<file path="config.mk">
export PLATFORM = sky130hd
export DESIGN_NAME = oneshot_rate_monitor
export DESIGN_NICKNAME = d
export VERILOG_FILES = /design/src/rtl/oneshot_rate_monitor.sv
export SDC_FILE = /design/constraint.sdc
export NUM_CORES = 1
export LEC_CHECK = 0
export ABC_AREA = 1
export BUFFER_PORTS_ARGS = -buffer_cell sky130_fd_sc_hd__buf_4
export CORE_UTILIZATION = 55
export CTS_BUF_LIST = sky130_fd_sc_hd__clkbuf_4 sky130_fd_sc_hd__clkbuf_8
export DETAILED_ROUTE_END_ITERATION = 10
export PLACE_DENSITY = 0.76
export SLEW_MARGIN = 20
export SYNTH_ARGS = -nofsm -noshare
export SYNTH_HDL_FRONTEND = slang
export SYNTH_SLANG_ARGS = --single-unit
</file>
<file path="constraint.sdc">
create_clock -name clock -period 12.4 [get_ports clock]
set_clock_uncertainty 0.2 [all_clocks]
set_input_delay 2.48 -clock clock [delete_from_list [all_inputs] [get_ports clock]]
set_output_delay 2.48 -clock clock [all_outputs]
set_load 0.02 [all_outputs]
</file>
<file path="src/rtl/oneshot_rate_monitor.sv">
// Per-channel pulse-rate monitor: counts one-shot pulses over back-to-back gate
// windows and snapshots the saturating counts for valid/ack readout.
module oneshot_rate_monitor #(
  parameter int NCH       = 8,
  parameter int CNT_BITS  = 16,
  parameter int GATE_BITS = 24
) (
  input  logic                    clock,
  input  logic                    reset,
  input  logic                    enable_i,
  input  logic [GATE_BITS-1:0]    gate_len_i,
  input  logic [NCH-1:0]          pulse_i,
  input  logic                    ack_i,
  output logic [NCH*CNT_BITS-1:0] rate_o,
  output logic [NCH-1:0]          sat_o,
  output logic                    valid_o,
  output logic                    overrun_o
);

  typedef enum logic {IDLE, COUNT} state_t;

  localparam logic [CNT_BITS-1:0] CNT_MAX = '1;

  state_t                          state_q, state_d;
  logic [GATE_BITS-1:0]            timer_q, timer_d;
  logic [NCH-1:0][CNT_BITS-1:0]    cnt_q, cnt_d, fin_cnt;
  logic [NCH-1:0]                  wsat_q, wsat_d, fin_sat;
  logic [NCH-1:0][CNT_BITS-1:0]    rate_q, rate_d;
  logic [NCH-1:0]                  sat_q, sat_d;
  logic                            valid_q, valid_d;
  logic                            overrun_q, overrun_d;

  logic terminal;
  logic load_timer;
  logic count_en;
  logic snap;
  logic ack_acc;

  assign terminal = (timer_q == '0);

  // NOTE: sequential state uses non-blocking assignments so every register
  // samples the pre-edge values of the others, independent of block order.
  always_ff @(posedge clock or posedge reset) begin
    if (reset) state_q <= IDLE;
    else       state_q <= state_d;
  end

  // Both states follow enable_i: a terminal cycle either chains the next
  // window or stops, and a dropped enable abandons a running window.
  always_comb begin
    state_d = state_q;
    case (state_q)
      IDLE:    state_d = enable_i ? COUNT : IDLE;
      COUNT:   state_d = enable_i ? COUNT : IDLE;
      default: state_d = IDLE;
    endcase
  end

  // NOTE: every always_comb output gets a default first so no path can leave
  // it unassigned and infer a latch.
  always_comb begin
    load_timer = 1'b0;
    count_en   = 1'b0;
    snap       = 1'b0;
    case (state_q)
      IDLE:  load_timer = enable_i;
      COUNT: begin
        snap       = terminal;
        load_timer = terminal & enable_i;
        count_en   = ~terminal & enable_i;
      end
      default: ;
    endcase
  end

  // Final per-window values including the current cycle's pulses.
  always_comb begin
    fin_cnt = cnt_q;
    fin_sat = wsat_q;
    for (int k = 0; k < NCH; k++) begin
      if (pulse_i[k]) begin
        if (cnt_q[k] == CNT_MAX) fin_sat[k] = 1'b1;
        else                     fin_cnt[k] = cnt_q[k] + CNT_BITS'(1);
      end
    end
  end

  assign ack_acc = valid_q & ack_i;

  always_comb begin
    timer_d   = timer_q;
    cnt_d     = '0;
    wsat_d    = '0;
    rate_d    = rate_q;
    sat_d     = sat_q;
    valid_d   = valid_q;
    overrun_d = overrun_q;

    if (load_timer)
      timer_d = (gate_len_i == '0) ? '0 : gate_len_i - GATE_BITS'(1);
    else if (count_en)
      timer_d = timer_q - GATE_BITS'(1);

    if (count_en) begin
      cnt_d  = fin_cnt;
      wsat_d = fin_sat;
    end

    if (snap) begin
      rate_d  = fin_cnt;
      sat_d   = fin_sat;
      valid_d = 1'b1;
    end else if (ack_acc) begin
      valid_d = 1'b0;
    end

    // A snapshot landing on unread data is an overrun unless acked this cycle.
    if (snap && valid_q && !ack_i) overrun_d = 1'b1;
    else if (ack_acc)              overrun_d = 1'b0;
  end

  always_ff @(posedge clock or posedge reset) begin
    if (reset) begin
      timer_q   <= '0;
      cnt_q     <= '0;
      wsat_q    <= '0;
      rate_q    <= '0;
      sat_q     <= '0;
      valid_q   <= 1'b0;
      overrun_q <= 1'b0;
    end else begin
      timer_q   <= timer_d;
      cnt_q     <= cnt_d;
      wsat_q    <= wsat_d;
      rate_q    <= rate_d;
      sat_q     <= sat_d;
      valid_q   <= valid_d;
      overrun_q <= overrun_d;
    end
  end

  assign rate_o    = rate_q;
  assign sat_o     = sat_q;
  assign valid_o   = valid_q;
  assign overrun_o = overrun_q;

endmodule

</file>
==> flow_metrics.tcl <==
set metrics [dict create \
    status "complete, no violations" \
    wl_per_cell_um 13.6 \
    grt_overflow_total 0 \
    synth_top_cell_by_area "dfrtp_1" \
    cts_tree "done" \
    tightest_slew_ns 0.912 \
    crit_slowest_cell "buf_4" \
    cts_buffer_depth 3 \
    num_rows 61 \
    critPathTopFamily "buffers and inverters" \
    synth-async-reset-ratio_pct 100 \
    required_ns 12.76 \
    crit_path_max_fanout 99 \
    synth_edf_count 0 \
    rsz0062_at_grt "no" \
    drt-initial-drc-count 1183 \
    syn_area_mm2 0.0157 \
    max_stage_delay_ns 0.86 \
    crit_chain "buf_4, inv_8, buf_4, buf_4" \
    ys_warn_count 0 \
    clk_latency_ns 0.56 \
    grt_pass1_vias 12914 \
    synth.distinct_cells 38 \
    crit_arrival_ns 4.79 \
    postRouteAntennaNets 0 \
    max_freq_mhz 226 \
    final.setup.tns_ns 0 \
    fin_crit_ns 4.43 \
    cts_resized 0 \
    io_pins 174 \
    grt_max_degree 100 \
    synth.yosys.seq_area_share_pct 47.6 \
    finalMaxSlewViolations 0 \
    dp_hpwl_um 24600 \
    cts_buffers 49 \
    antenna_found_initial 0 \
    cts_setup_buffers 0 \
    fin_crit_sh_pct 35.7 \
    final_hold_viol_count 0 \
    crit_type "in2async" \
    p_per_area_mw_per_mm2 114 \
    die_w_um 171 \
    via_per_inst 5.25 \
    hold_class "reg2reg" \
    core_area_mm2 0.0279 \
    drive_gt1_share_pct 14.8 \
    max-slew-margin-rel_pct 39.2 \
    synth_fp_nets 2088 \
    dr.pass1.iters 5 \
    end_kind "asynchronous set/reset pin" \
    setup_viol 0 \
    syn_to_final_growth_pct 15.6 \
    netlist.area_leader.share_pct 47.6 \
    vias 13760 \
    synth_ff_type "dfrtp_1" \
    cts_hold_buf 0 \
    reg2reg_slack_ns 8.86 \
    synth_area_leaders "dfrtp_1, nand2_1, nor2_1" \
    start_kind "primary input" \
    finalWirelength_um 35600 \
    htreeDepth 2 \
    initial_core_util_pct 56.2 \
    n_antenna_cell 0 \
    cts_root_buffer "clkbuf_8" \
    irDropWorstVdd_uv 88.7 \
    yosys_register_bits 299 \
    path_common_cell "buf_4" \
    cts.clk_slew.worst_paths_ns 0.06 \
    p_leak_nw 8.63 \
    grt_usage_pct 25.1 \
    maxCapViolations 0 \
    layout.nets 2253 \
    die_area_mm2 0.0292 \
    grt_pass1_wl_um 60100 \
    utilization_pct 65.0 \
    syn_inst 2040 \
    path_buf_inv 4 \
    gp_congestion 0.884 \
    io_buffer_count 173 \
    avgSynthCellArea_um2 7.70 \
    die_h_um 171 \
    cts_sinks 299 \
    drc 0 \
]
==> metrics by stage <==
stage / setup slack, ns / instance area (µm²) / power [mW] / cells / hold slack (ns)
floorplan: 1.46 / 15700 / 1.15 / 2040 / 0.246
global placement: 7.27 / 17100 / 1.19 / 2532 / 0.255
detailed placement: 7.24 / 17100 / 1.19 / 2532 / 0.269
CTS: 7.85 / 18200 / 2.09 / 2620 / 0.280
global route: 7.54 / 18200 / 2.17 / 2620 / 0.292
finish: 7.97 / 18200 / 2.07 / 2620 / 0.277
==> layout make-up <==
type                            count  area [µm²]
Clock buffer                       71         927
Inverter                          163         619
Clock inverter                     17         116
Sequential cell                   299        7480
Fill cell                        2406        9780
Timing Repair Buffer              180        1350
Tap cell                          378         473
Multi-Input combinational cell   1512        7190
==> flip-flops by register name (all words and copies together) (netlist names) <==
register and cells:
cnt_q 128, rate_o 128, timer_q 24, sat_o 8, wsat_q 8, overrun_o 1
state_q 1, valid_o 1
==> cells in the mapped netlist, types with 2 or more instances <==
library cell / count
a21o_1: 2
a21oi_1: 47
a31oi_1: 8
and2_1: 4
buf_1: 2
buf_2: 14
buf_4: 5
buf_6: 19
clkbuf_1: 26
dfrtp_1: 299
ha_1: 12
inv_1: 160
inv_2: 3
nand2_1: 601
nand2_2: 11
nand3_1: 172
nand3_2: 3
nand3b_1: 10
nand4_1: 34
nor2_1: 277
nor2_2: 16
nor2_4: 8
nor3_1: 11
nor3_2: 11
o211ai_1: 10
o21a_1: 2
o21ai_0: 161
o21ai_1: 17
o21bai_1: 2
or2_2: 7
xnor2_1: 23
xor2_1: 57
==> metal layers <==
layer | wire length [µm] | track usage, % | up-vias
met4 | 672 | 7.49 | 0
met1 | 16700 | 35.4 | 6466
met5 | 0 | 0 | -
li1 | - | - | 6872
met2 | 16400 | 39.9 | 367
met3 | 1780 | 3.72 | 55
==> worst register-to-register path, delay by kind of cell (launching register included) <==
family | cells | cell delay [ns]
and+or+nand+nor | 6 | 1.21
DFF | 1 | 0.35
buffers and inverters | 4 | 1.46
adders and majority gates | 1 | 0.22
==> cell families after synthesis <==
group | after synthesis | share of synthesized area, %
flip-flops | 299 | 47.6
XOR/XNOR | 80 | 4.46
buffers and inverters | 229 | 6.61
AO/OA/AOI/OAI | 250 | 8.36
adder cells (fa/ha/maj) | 12 | 0.956
AND/OR/NAND/NOR | 1170 | 32.0
==> layout by cell type (no fill, tap or decap), types with 2 or more instances in the layout <==
cell type / count
nand2_1: 601
dfrtp_1: 299
nor2_1: 277
buf_4: 180
nand3_1: 172
o21ai_0: 161
inv_1: 159
clkbuf_8: 63
xor2_1: 57
a21oi_1: 47
nand4_1: 34
xnor2_1: 23
o21ai_1: 17
nor2_2: 15
clkinv_2: 14
ha_1: 12
nor3_2: 11
nor3_1: 11
nand2_2: 11
o211ai_1: 10
nand3b_1: 10
nor2_4: 9
a31oi_1: 8
clkbuf_4: 8
or2_2: 7
and2_1: 4
nand3_2: 3
inv_2: 3
o21a_1: 2
o21bai_1: 2
a21o_1: 2
==> worst paths after layout <==
kind / start / end / depth (start not counted)
max: reset / rate_o[52]$_DFFE_PP0P_ / 4
min: valid_o$_DFFE_PP0P_ / overrun_o$_DFFE_PP0P_ / 1
max reg2reg: timer_q[0]$_DFFE_PP0P_ / cnt_q[16]$_DFF_PP0_ / 11
min reg2reg: valid_o$_DFFE_PP0P_ / overrun_o$_DFFE_PP0P_ / 1
max in group clock: enable_i / cnt_q[16]$_DFF_PP0_ / 5
min in group asynchronous: reset / rate_o[85]$_DFFE_PP0P_ / 2
==> report_power, final <==
part	leakage (nW)	switching (mW)	total, mW	internal (mW)
Clock	0.563	0.393	0.897	0.503
Sequential	3.39	0.0240	1.02	0.996
Combinational	4.67	0.107	0.157	0.0508
(Power assumes the default switching activity.)
